==> config.mk <==
export PLATFORM = sky130hd
export DESIGN_NAME = instruction_fetch_queue
export DESIGN_NICKNAME = d
export VERILOG_FILES = /design/src/rtl/instruction_fetch_queue_pkg.sv /design/src/rtl/ifq_fifo.sv /design/src/rtl/instruction_fetch_queue.sv
export SDC_FILE = /design/constraint.sdc
export NUM_CORES = 1
export LEC_CHECK = 0
export ABC_AREA = 1
export CORE_MARGIN = 2
export CORE_UTILIZATION = 56
export CTS_BUF_LIST = sky130_fd_sc_hd__clkbuf_8 sky130_fd_sc_hd__clkbuf_16
export CTS_CLUSTER_DIAMETER = 50
export CTS_CLUSTER_SIZE = 40
export DETAILED_ROUTE_END_ITERATION = 16
export PLACE_DENSITY = 0.78
export REMOVE_ABC_BUFFERS = 1
export SYNTH_ARGS = -nofsm -noshare
export SYNTH_HDL_FRONTEND = slang
export SYNTH_SLANG_ARGS = --single-unit
==> constraint.sdc <==
create_clock -name clk -period 7.35 [get_ports clk]
set_clock_uncertainty 0.05 [all_clocks]
set_input_delay 1.1025 -clock clk [delete_from_list [all_inputs] [get_ports clk]]
set_output_delay 1.1025 -clock clk [all_outputs]
set_load 0.01 [all_outputs]
==> src/rtl/instruction_fetch_queue_pkg.sv <==
// Shared types and constants for the instruction fetch queue.
// Fetch FSM states, the FIFO entry layout and a PC alignment helper.
package instruction_fetch_queue_pkg;

  localparam int          INSTR_WIDTH  = 32;
  localparam logic [31:0] PC_INCREMENT = 32'd4;

  typedef enum logic [1:0] {
    IFQ_IDLE  = 2'd0,
    IFQ_REQ   = 2'd1,
    IFQ_DRAIN = 2'd2
  } ifq_state_t;

  typedef struct packed {
    logic [INSTR_WIDTH-1:0] word;
    logic [31:0]            pc;
  } ifq_entry_t;

  function automatic logic [31:0] word_align(input logic [31:0] pc);
    return pc & ~32'h3;
  endfunction

endpackage

==> src/rtl/ifq_fifo.sv <==
// DEPTH x 64-bit FIFO of {instruction word, PC} for the fetch queue.
// Ports: push/wdata, pop/rdata, flush, full, empty, count.
module ifq_fifo
  import instruction_fetch_queue_pkg::*;
#(
  parameter int DEPTH = 4
) (
  input  logic                   clk,
  input  logic                   reset,
  input  logic                   push,
  input  logic                   pop,
  input  logic                   flush,
  input  ifq_entry_t             wdata,
  output ifq_entry_t             rdata,
  output logic                   full,
  output logic                   empty,
  output logic [$clog2(DEPTH):0] count
);

  localparam int AW = $clog2(DEPTH);

  ifq_entry_t  mem [DEPTH];
  ifq_entry_t  last_q;
  logic [AW:0] wr_ptr;
  logic [AW:0] rd_ptr;
  logic        push_ok;
  logic        pop_ok;

  assign count   = wr_ptr - rd_ptr;
  assign full    = (count == (AW+1)'(DEPTH));
  assign empty   = (wr_ptr == rd_ptr);
  assign push_ok = push && (!full || pop);
  assign pop_ok  = pop && !empty;

  // When empty the head shows whatever it showed last cycle.
  assign rdata = empty ? last_q : mem[rd_ptr[AW-1:0]];

  always_ff @(posedge clk or posedge reset) begin
    if (reset) begin
      wr_ptr <= '0;
      rd_ptr <= '0;
      last_q <= '0;
    end else begin
      last_q <= rdata;
      if (flush) begin
        wr_ptr <= '0;
        rd_ptr <= '0;
      end else begin
        if (push_ok) wr_ptr <= wr_ptr + 1'b1;
        if (pop_ok)  rd_ptr <= rd_ptr + 1'b1;
      end
    end
  end

  always_ff @(posedge clk) begin
    if (push_ok && !flush) mem[wr_ptr[AW-1:0]] <= wdata;
  end

endmodule

==> src/rtl/instruction_fetch_queue.sv <==
// Fetch stage: one-outstanding word reads, FIFO of {word, PC}, redirect.
// Ports: clk, reset, redirect/redirect_pc, mem_req/addr/ack/rdata,
//   instr_valid/instr/instr_pc/instr_ready.
// Option IFQ_PERF_COUNTERS_EN adds perf_fetched/perf_squashed/perf_stall.
module instruction_fetch_queue
  import instruction_fetch_queue_pkg::*;
#(
  parameter int          DEPTH    = 4,
  parameter logic [31:0] RESET_PC = 32'h0000_0000
) (
  input  logic                   clk,
  input  logic                   reset,
  input  logic                   redirect,
  input  logic [31:0]            redirect_pc,
  output logic                   mem_req,
  output logic [31:0]            mem_addr,
  input  logic                   mem_ack,
  input  logic [INSTR_WIDTH-1:0] mem_rdata,
  output logic                   instr_valid,
  output logic [INSTR_WIDTH-1:0] instr,
  output logic [31:0]            instr_pc,
  input  logic                   instr_ready
`ifdef IFQ_PERF_COUNTERS_EN
  ,
  output logic [31:0]            perf_fetched,
  output logic [31:0]            perf_squashed,
  output logic [31:0]            perf_stall
`endif
);

  localparam int AW = $clog2(DEPTH);

  ifq_state_t  state;
  logic [31:0] fetch_pc;
  logic [31:0] pc_next;
  logic [31:0] rpc;
  logic        push;
  logic        pop;
  logic        full;
  logic        empty;
  logic        room;
  logic [AW:0] count;
  logic [AW+1:0] cnt_after;
  ifq_entry_t  wdata;
  ifq_entry_t  head;

  assign rpc     = word_align(redirect_pc);
  assign pc_next = fetch_pc + PC_INCREMENT;

  assign push = mem_ack && (state == IFQ_REQ) && !redirect;
  assign pop  = instr_valid && instr_ready && !redirect;

  // Occupancy after this cycle's push/pop decides whether to keep going.
  assign cnt_after = {1'b0, count} + (AW+2)'(1) - (AW+2)'(pop);
  assign room      = cnt_after < (AW+2)'(DEPTH);

  assign wdata.word = mem_rdata;
  assign wdata.pc   = fetch_pc;

  assign instr_valid = !empty;
  assign instr       = head.word;
  assign instr_pc    = head.pc;

  ifq_fifo #(
    .DEPTH(DEPTH)
  ) u_fifo (
    .clk  (clk),
    .reset(reset),
    .push (push),
    .pop  (pop),
    .flush(redirect),
    .wdata(wdata),
    .rdata(head),
    .full (full),
    .empty(empty),
    .count(count)
  );

  always_ff @(posedge clk or posedge reset) begin
    if (reset) begin
      state    <= IFQ_IDLE;
      fetch_pc <= RESET_PC;
      mem_req  <= 1'b0;
      mem_addr <= RESET_PC;
    end else begin
      case (state)
        IFQ_IDLE: begin
          if (redirect) begin
            fetch_pc <= rpc;
            state    <= IFQ_REQ;
            mem_req  <= 1'b1;
            mem_addr <= rpc;
          end else if (!full) begin
            state    <= IFQ_REQ;
            mem_req  <= 1'b1;
            mem_addr <= fetch_pc;
          end
        end
        IFQ_REQ: begin
          if (redirect) begin
            fetch_pc <= rpc;
            if (mem_ack) mem_addr <= rpc;
            else state <= IFQ_DRAIN;
          end else if (mem_ack) begin
            fetch_pc <= pc_next;
            if (room) begin
              mem_addr <= pc_next;
            end else begin
              state   <= IFQ_IDLE;
              mem_req <= 1'b0;
            end
          end
        end
        IFQ_DRAIN: begin
          // Old request must complete on the bus; its data is dropped.
          if (redirect) fetch_pc <= rpc;
          if (mem_ack) begin
            state    <= IFQ_REQ;
            mem_addr <= redirect ? rpc : fetch_pc;
          end
        end
        default: begin
          state   <= IFQ_IDLE;
          mem_req <= 1'b0;
        end
      endcase
    end
  end

`ifdef IFQ_PERF_COUNTERS_EN
  logic squash;
  assign squash = mem_ack &&
    (((state == IFQ_REQ) && redirect) || (state == IFQ_DRAIN));

  always_ff @(posedge clk or posedge reset) begin
    if (reset) begin
      perf_fetched  <= '0;
      perf_squashed <= '0;
      perf_stall    <= '0;
    end else begin
      if (push && (perf_fetched != '1))
        perf_fetched <= perf_fetched + 1'b1;
      if (squash && (perf_squashed != '1))
        perf_squashed <= perf_squashed + 1'b1;
      if (instr_ready && !instr_valid && (perf_stall != '1))
        perf_stall <= perf_stall + 1'b1;
    end
  end
`endif

endmodule
==> flow_summary.toml, run 1 <==
[placement]
place_congestion = 0.9069
post_dp_cell_area_mm2 = 0.01882
hpwlAfterDp_um = 23180
port_buffers = 164

[sta]
finalHoldViolCount = 0
tns_ns = 0
slew_headroom_pct = 17.39
maxSlewViolCount = 0
setup_viol = 0
whs_ns = 0.4258
finalCritPeriodShare_pct = 72.31
worstMarginPinSlew_ns = 1.239
fmax_mhz = 188.2
rsz0062_at_grt = "false"
period_needed_ns = 5.315

[synth]
yosysTopAreaCellShare_pct = 45.35
netlist.top_cell.by_area = "edfxtp_1"
avgSynthCellArea_um2 = 9.954
synth.area.top_cells = "edfxtp_1, dfrtp_1, nand2_1, nor2_1, o21ai_0"
ys.flop_type = "edfxtp_1"
yosys_warnings = 0
synth_cell_type_count = 35
ys_async_sr_fraction_pct = 34.86
synth_edf_count = 256
ys_seq_area_share_pct = 65.57
ys_ff_latch = 393
netlist_area_mm2 = 0.01695
synthCells = 1703

[pwr]
vdd_ir_drop_max_v = 0.0002150
powerDensity_mw_per_mm2 = 432.7
power_frac_clock_pct = 22.2
switchingPower_mw = 3.318
power_frac_comb_pct = 39.7
switching_share_pct = 38.25
total_leakage_power_nw = 7.997
seqPwrFrac_pct = 38.2
p_int_mw = 5.356

[clock_network]
cts_buffers = 36
clkLatencyLatePin_ns = 0.53
cts_buffer_depth = 3
htreeDepth = 2
clock-root-buffer = "clkbuf_16"
cts_tree = "built"
path_clk_slew_ns = 0.07
postCtsSetupRepairBufs = 0
clock_sinks = 393
cts_hold_buf = 0
cts_resized = 0

[grt]
grt_pass1_vias = 12500
grt_overflow = 0
grt_pass1_wl_um = 63400
grt_use_total_pct = 25.47
grt_max_degree = 131
antenna_found_initial = 0

[floorplanning]
start_util_pct = 57.05
ios = 167
rows = 63
die_x_um = 178.0
core_mm2 = 0.02972
die_h_um = 178.0
dieArea_mm2 = 0.03168

[routing]
vias = 12790
drc = 0
ant_nets = 0
vias_per_cell = 5.701
drt-total-wl_um = 40380
wl_per_cell_um = 17.99
drt_first_pass_iters = 6
drtIter0Drc = 1279

[worst_setup_path]
crit_type = "flip-flop to output port"
cp-start-kind = "flip-flop"
endpoint_kind = "output port"
cp_data_arrival_time_ns = 4.16
crit_required_ns = 6.20
worstPathMaxFanout = 68
reg2reg_slack_ns = 2.87

[final_layout]
area_delta_synth_final_pct = 18.26
antennaDiodeCount = 0
layout.nets = 1906
finalInstanceArea_mm2 = 0.02005
drive_above_1_share_pct = 6.257
final_util_pct = 67.46

[min_path]
hp-class = "flip-flop to flip-flop"

[status]
outcome = "completed"

[flow_run]
maxCapViolCount = 0
metrics by stage:
stage	total power, mW	cells	setup slack (ns)
after CTS	8.709	2244	2.045
final	8.674	2244	2.035
after detailed placement	6.761	2180	2.601
after global routing	9.195	2244	1.810
after global placement	6.651	2180	2.668
after floorplan	5.103	1613	0.3345
final timing paths:
check,start,to,cells after the start
min in group asynchronous,reset,u_fifo.last_q[59],2
max in group asynchronous,reset,fetch_pc[11],3
setup / recovery,u_fifo.rd_ptr[0],instr_pc[18],9
hold reg to reg,u_fifo.last_q[26],u_fifo.last_q[26],2
hold / removal,u_fifo.last_q[26],u_fifo.last_q[26],2
setup reg to reg,u_fifo.rd_ptr[0],u_fifo.mem[1][50],12
worst max-delay path, cell delays in order (launching register included):
cell and delay (ns):
dfrtp_4 0.68, ha_1 0.40, nand2_1 0.07, inv_1 0.05, nand3_2 0.05, buf_4 0.71
inv_2 0.74, nand2_1 0.23, nand2_1 0.16, clkdlybuf4s50_1 0.51
layout by cell type (no fill, tap or decap), drive strengths merged, types with 4 or more instances in the layout:
master         synthesis  final
clkinv                 1     11
nand3                 80     80
nand4                  7      7
inv                   72     84
o21ai                187    187
nor2                 255    255
ha                     8      8
clkdlybuf4s50          0    163
o21bai                 4      4
buf                   34     14
dfrtp                137    137
clkbuf                56     37
edfxtp               256    256
o211ai                 4      4
nand2                476    476
a21oi                 37     37
o22ai                 68     68
a22oi                  8      8
synthesized netlist by cell type, drive strengths merged (3+ instances only):
cell and n:
a21oi 37, edfxtp 256, clkbuf 56, nor2 255, o21bai 4, ha 8, buf 34, nor3 3
o22ai 68, nand4 7, nand3 80, nand2 476, dfrtp 137, inv 72, mux2i 3, a22oi 8
o211ai 4, o21ai 187
per-layer routing:
| layer | GRT usage, % | wire length (um) | up-vias |
|---|---|---|---|
| li1 | - | - | 6035 |
| met1 | 34.09 | 16630 | 6119 |
| met2 | 42.41 | 19410 | 542 |
| met3 | 3.666 | 2958 | 98 |
| met4 | 9.904 | 1371 | 0 |
| met5 | 0 | 0 | - |
logic make-up after synthesis:
family | count (synthesis) | synth area share, %
mux | 3 | 0.1771
simple gates | 823 | 19.43
buf+inv | 163 | 3.941
xor+xnor | 2 | 0.1033
compound gates | 310 | 10.07
flops | 393 | 65.57
fa+ha+maj | 9 | 0.7086
power groups by stage:
stage	Sequential, mW	Combinational (mW)	Clock, mW
6_report	3.31	3.44	1.92
5_1_grt	3.36	3.79	2.04
4_1_cts	3.30	3.46	1.95
3_5_place_dp	3.34	3.42	0
3_3_place_gp	3.31	3.34	0
2_1_floorplan	3.30	1.80	0
final cells by class:
cell class / count / area (um^2)
clock inverter: 27 / 299.0
sequential: 393 / 11120
inverter: 73 / 281.5
timing repair buffer: 177 / 1734
clock buffer: 37 / 925.9
multi-input combinational: 1147 / 5199
fill: 2176 / 9669
tap: 390 / 488.0
sequential cells by signal, indices dropped and copies added (netlist names):
signal / cells
u_fifo.mem: 256
state: 2
u_fifo.rd_ptr: 3
fetch_pc: 32
mem_req: 1
u_fifo.last_q: 64
u_fifo.wr_ptr: 3
mem_addr: 32
(Power assumes the default switching activity.)
==> run 2, diff against run 1 <==
--- a/config.mk
+++ b/config.mk
@@ -7,12 +7,12 @@
 export LEC_CHECK = 0
 export ABC_AREA = 1
 export CORE_MARGIN = 2
-export CORE_UTILIZATION = 56
+export CORE_UTILIZATION = 52
 export CTS_BUF_LIST = sky130_fd_sc_hd__clkbuf_8 sky130_fd_sc_hd__clkbuf_16
 export CTS_CLUSTER_DIAMETER = 50
 export CTS_CLUSTER_SIZE = 40
 export DETAILED_ROUTE_END_ITERATION = 16
-export PLACE_DENSITY = 0.78
+export PLACE_DENSITY = 0.76
 export REMOVE_ABC_BUFFERS = 1
 export SYNTH_ARGS = -nofsm -noshare
 export SYNTH_HDL_FRONTEND = slang
==> constraint.sdc (replaced) <==
create_clock -name clk -period 4.8 [get_ports clk]
set_clock_uncertainty 0.05 [all_clocks]
set_input_delay 0.72 -clock clk [delete_from_list [all_inputs] [get_ports clk]]
set_output_delay 0.72 -clock clk [all_outputs]
set_load 0.01 [all_outputs]
==> flow_summary.toml, run 2 (same netlist as run 1, synthesis figures left out) <==
[worst_setup_path]
worstPathMaxFanout = 44
critPathMaxStageDelay_ns = 0.68
worstSetupEndpoint = "instr_pc[12]"
critPathSlowestCell = "dfrtp_4"
crit_path_start = "u_fifo.rd_ptr[0]"
reg2reg_slack_ns = 1.46
path_cells = "ha_1, nand2_1, inv_1, nand3_4, inv_2, buf_4, nand2_1, nand2_1, clkdlybuf4s50_1"
timing.critical_path.mode_cell = "nand2_1"
crit_type = "flip-flop to output port"
endpoint_kind = "output port"
crit-reg2reg-launch = "u_fifo.rd_ptr[1]"
worst-path-buf-inv = 4
crit_required_ns = 4.03
r2r_cells = 10
cp-start-kind = "flip-flop"
cp_top_family = "buffers and inverters"
cp.depth = 9
r2r_end = "u_fifo.mem[2][61]"
cp_data_arrival_time_ns = 3.41

[grt]
grt_use_total_pct = 23.43
grt_max_degree = 89
use_met3_pct = 3.418
grt_busiest_layer = "met2"
grt_pass1_wl_um = 62400
antenna_found_initial = 0
grt_overflow = 0
grt_pass1_vias = 12170
met2_usage_pct = 39.64
use_met1_pct = 30.95

[routing]
wl_per_cell_um = 17.23
drt-total-wl_um = 39730
vias = 12550
ant_nets = 0
drc = 0
drt_first_pass_iters = 7
vias_per_cell = 5.443
drtIter0Drc = 1133

[clock_network]
path_clk_slew_ns = 0.07
clock_sinks = 393
clock-root-buffer = "clkbuf_16"
cts_hold_buf = 0
postCtsSetupRepairBufs = 0
cts_resized = 0
cts_tree = "built"
htreeDepth = 2
cts_buffers = 36
cts_buffer_depth = 3
clkLatencyLatePin_ns = 0.54

[pwr]
total_leakage_power_nw = 8.113
powerDensity_mw_per_mm2 = 663.5
vdd_ir_drop_max_v = 0.0003360
power_mw = 13.48

[sta]
fmax_mhz = 239.2
finalCritPeriodShare_pct = 87.11
whs_ns = 0.4273
slew_headroom_pct = 41.33
period_needed_ns = 4.181
finalHoldViolCount = 0
worstMarginPinSlew_ns = 0.8800
setup_viol = 0
maxSlewViolCount = 0
worst_slack_ns = 0.6185
rsz0062_at_grt = "false"

[floorplanning]
die_h_um = 184.6
start_util_pct = 52.50
dieArea_mm2 = 0.03406
core_mm2 = 0.03229
rows = 66
die_x_um = 184.6
ios = 167

[final_layout]
largest_reg_flops = 256
area_delta_synth_final_pct = 19.86
drive_above_1_share_pct = 6.760
final_cell_mix = "nand2_1, edfxtp_1, nor2_1"
final_common_cell = "nand2_1"
antennaDiodeCount = 0
layout.nets = 1914
final_cells = 2306

[flow_run]
maxCapViolCount = 0

[status]
outcome = "completed"

[placement]
place_ws_ns = 1.120
port_buffers = 164
place_congestion = 0.8564
hpwlAfterDp_um = 23410
dp_cells = 2240

[min_path]
hp-class = "flip-flop to flip-flop"
==> run 2: through the flow <==
stage          area (um^2)  util [%]  setup TNS (ns)
2_1_floorplan        16560         -         -610.89
3_3_place_gp         18980     58.78               0
3_5_place_dp         18980     58.78               0
4_1_cts              20320     62.93               0
5_1_grt              20320     62.93               0
6_report             20320     62.93               0
==> run 2: tightest hold or removal path, stage by stage (launching register included) <==
cell and delay (ns):
dfrtp_1 0.33, nand2_1 0.05, nand2_1 0.07
==> run 2: where the power goes <==
part           internal (mW)  switching (mW)
clock                   1.77            1.40
sequential              4.49           0.559
combinational           2.16            3.11
==> run 2: how the worst min path moves through the flow <==
stage / depth (start not counted) / endpoint / startpoint
6_report: 2 / u_fifo.last_q[40] / u_fifo.last_q[40]
2_1_floorplan: 0 / u_fifo.mem[0][0] / fetch_pc[0]
5_1_grt: 2 / u_fifo.last_q[49] / u_fifo.last_q[49]
3_5_place_dp: 2 / u_fifo.last_q[9] / u_fifo.last_q[9]
3_3_place_gp: 2 / u_fifo.last_q[49] / u_fifo.last_q[49]
4_1_cts: 2 / u_fifo.last_q[0] / u_fifo.last_q[0]
==> run 2: cell type report <==
type / count / area [um^2]
multi-input combinational: 1147 / 5206
clock inverter: 29 / 412.9
timing repair buffer: 185 / 1819
sequential: 393 / 11120
inverter: 73 / 281.5
fill: 2530 / 11970
tap: 442 / 553.0
clock buffer: 37 / 925.9
==> run 2: routing by layer <==
metal | wire, um | up-vias
li1 | - | 6080
met2 | 19020 | 465
met3 | 2792 | 85
met1 | 16640 | 5922
met5 | 0 | -
met4 | 1278 | 0
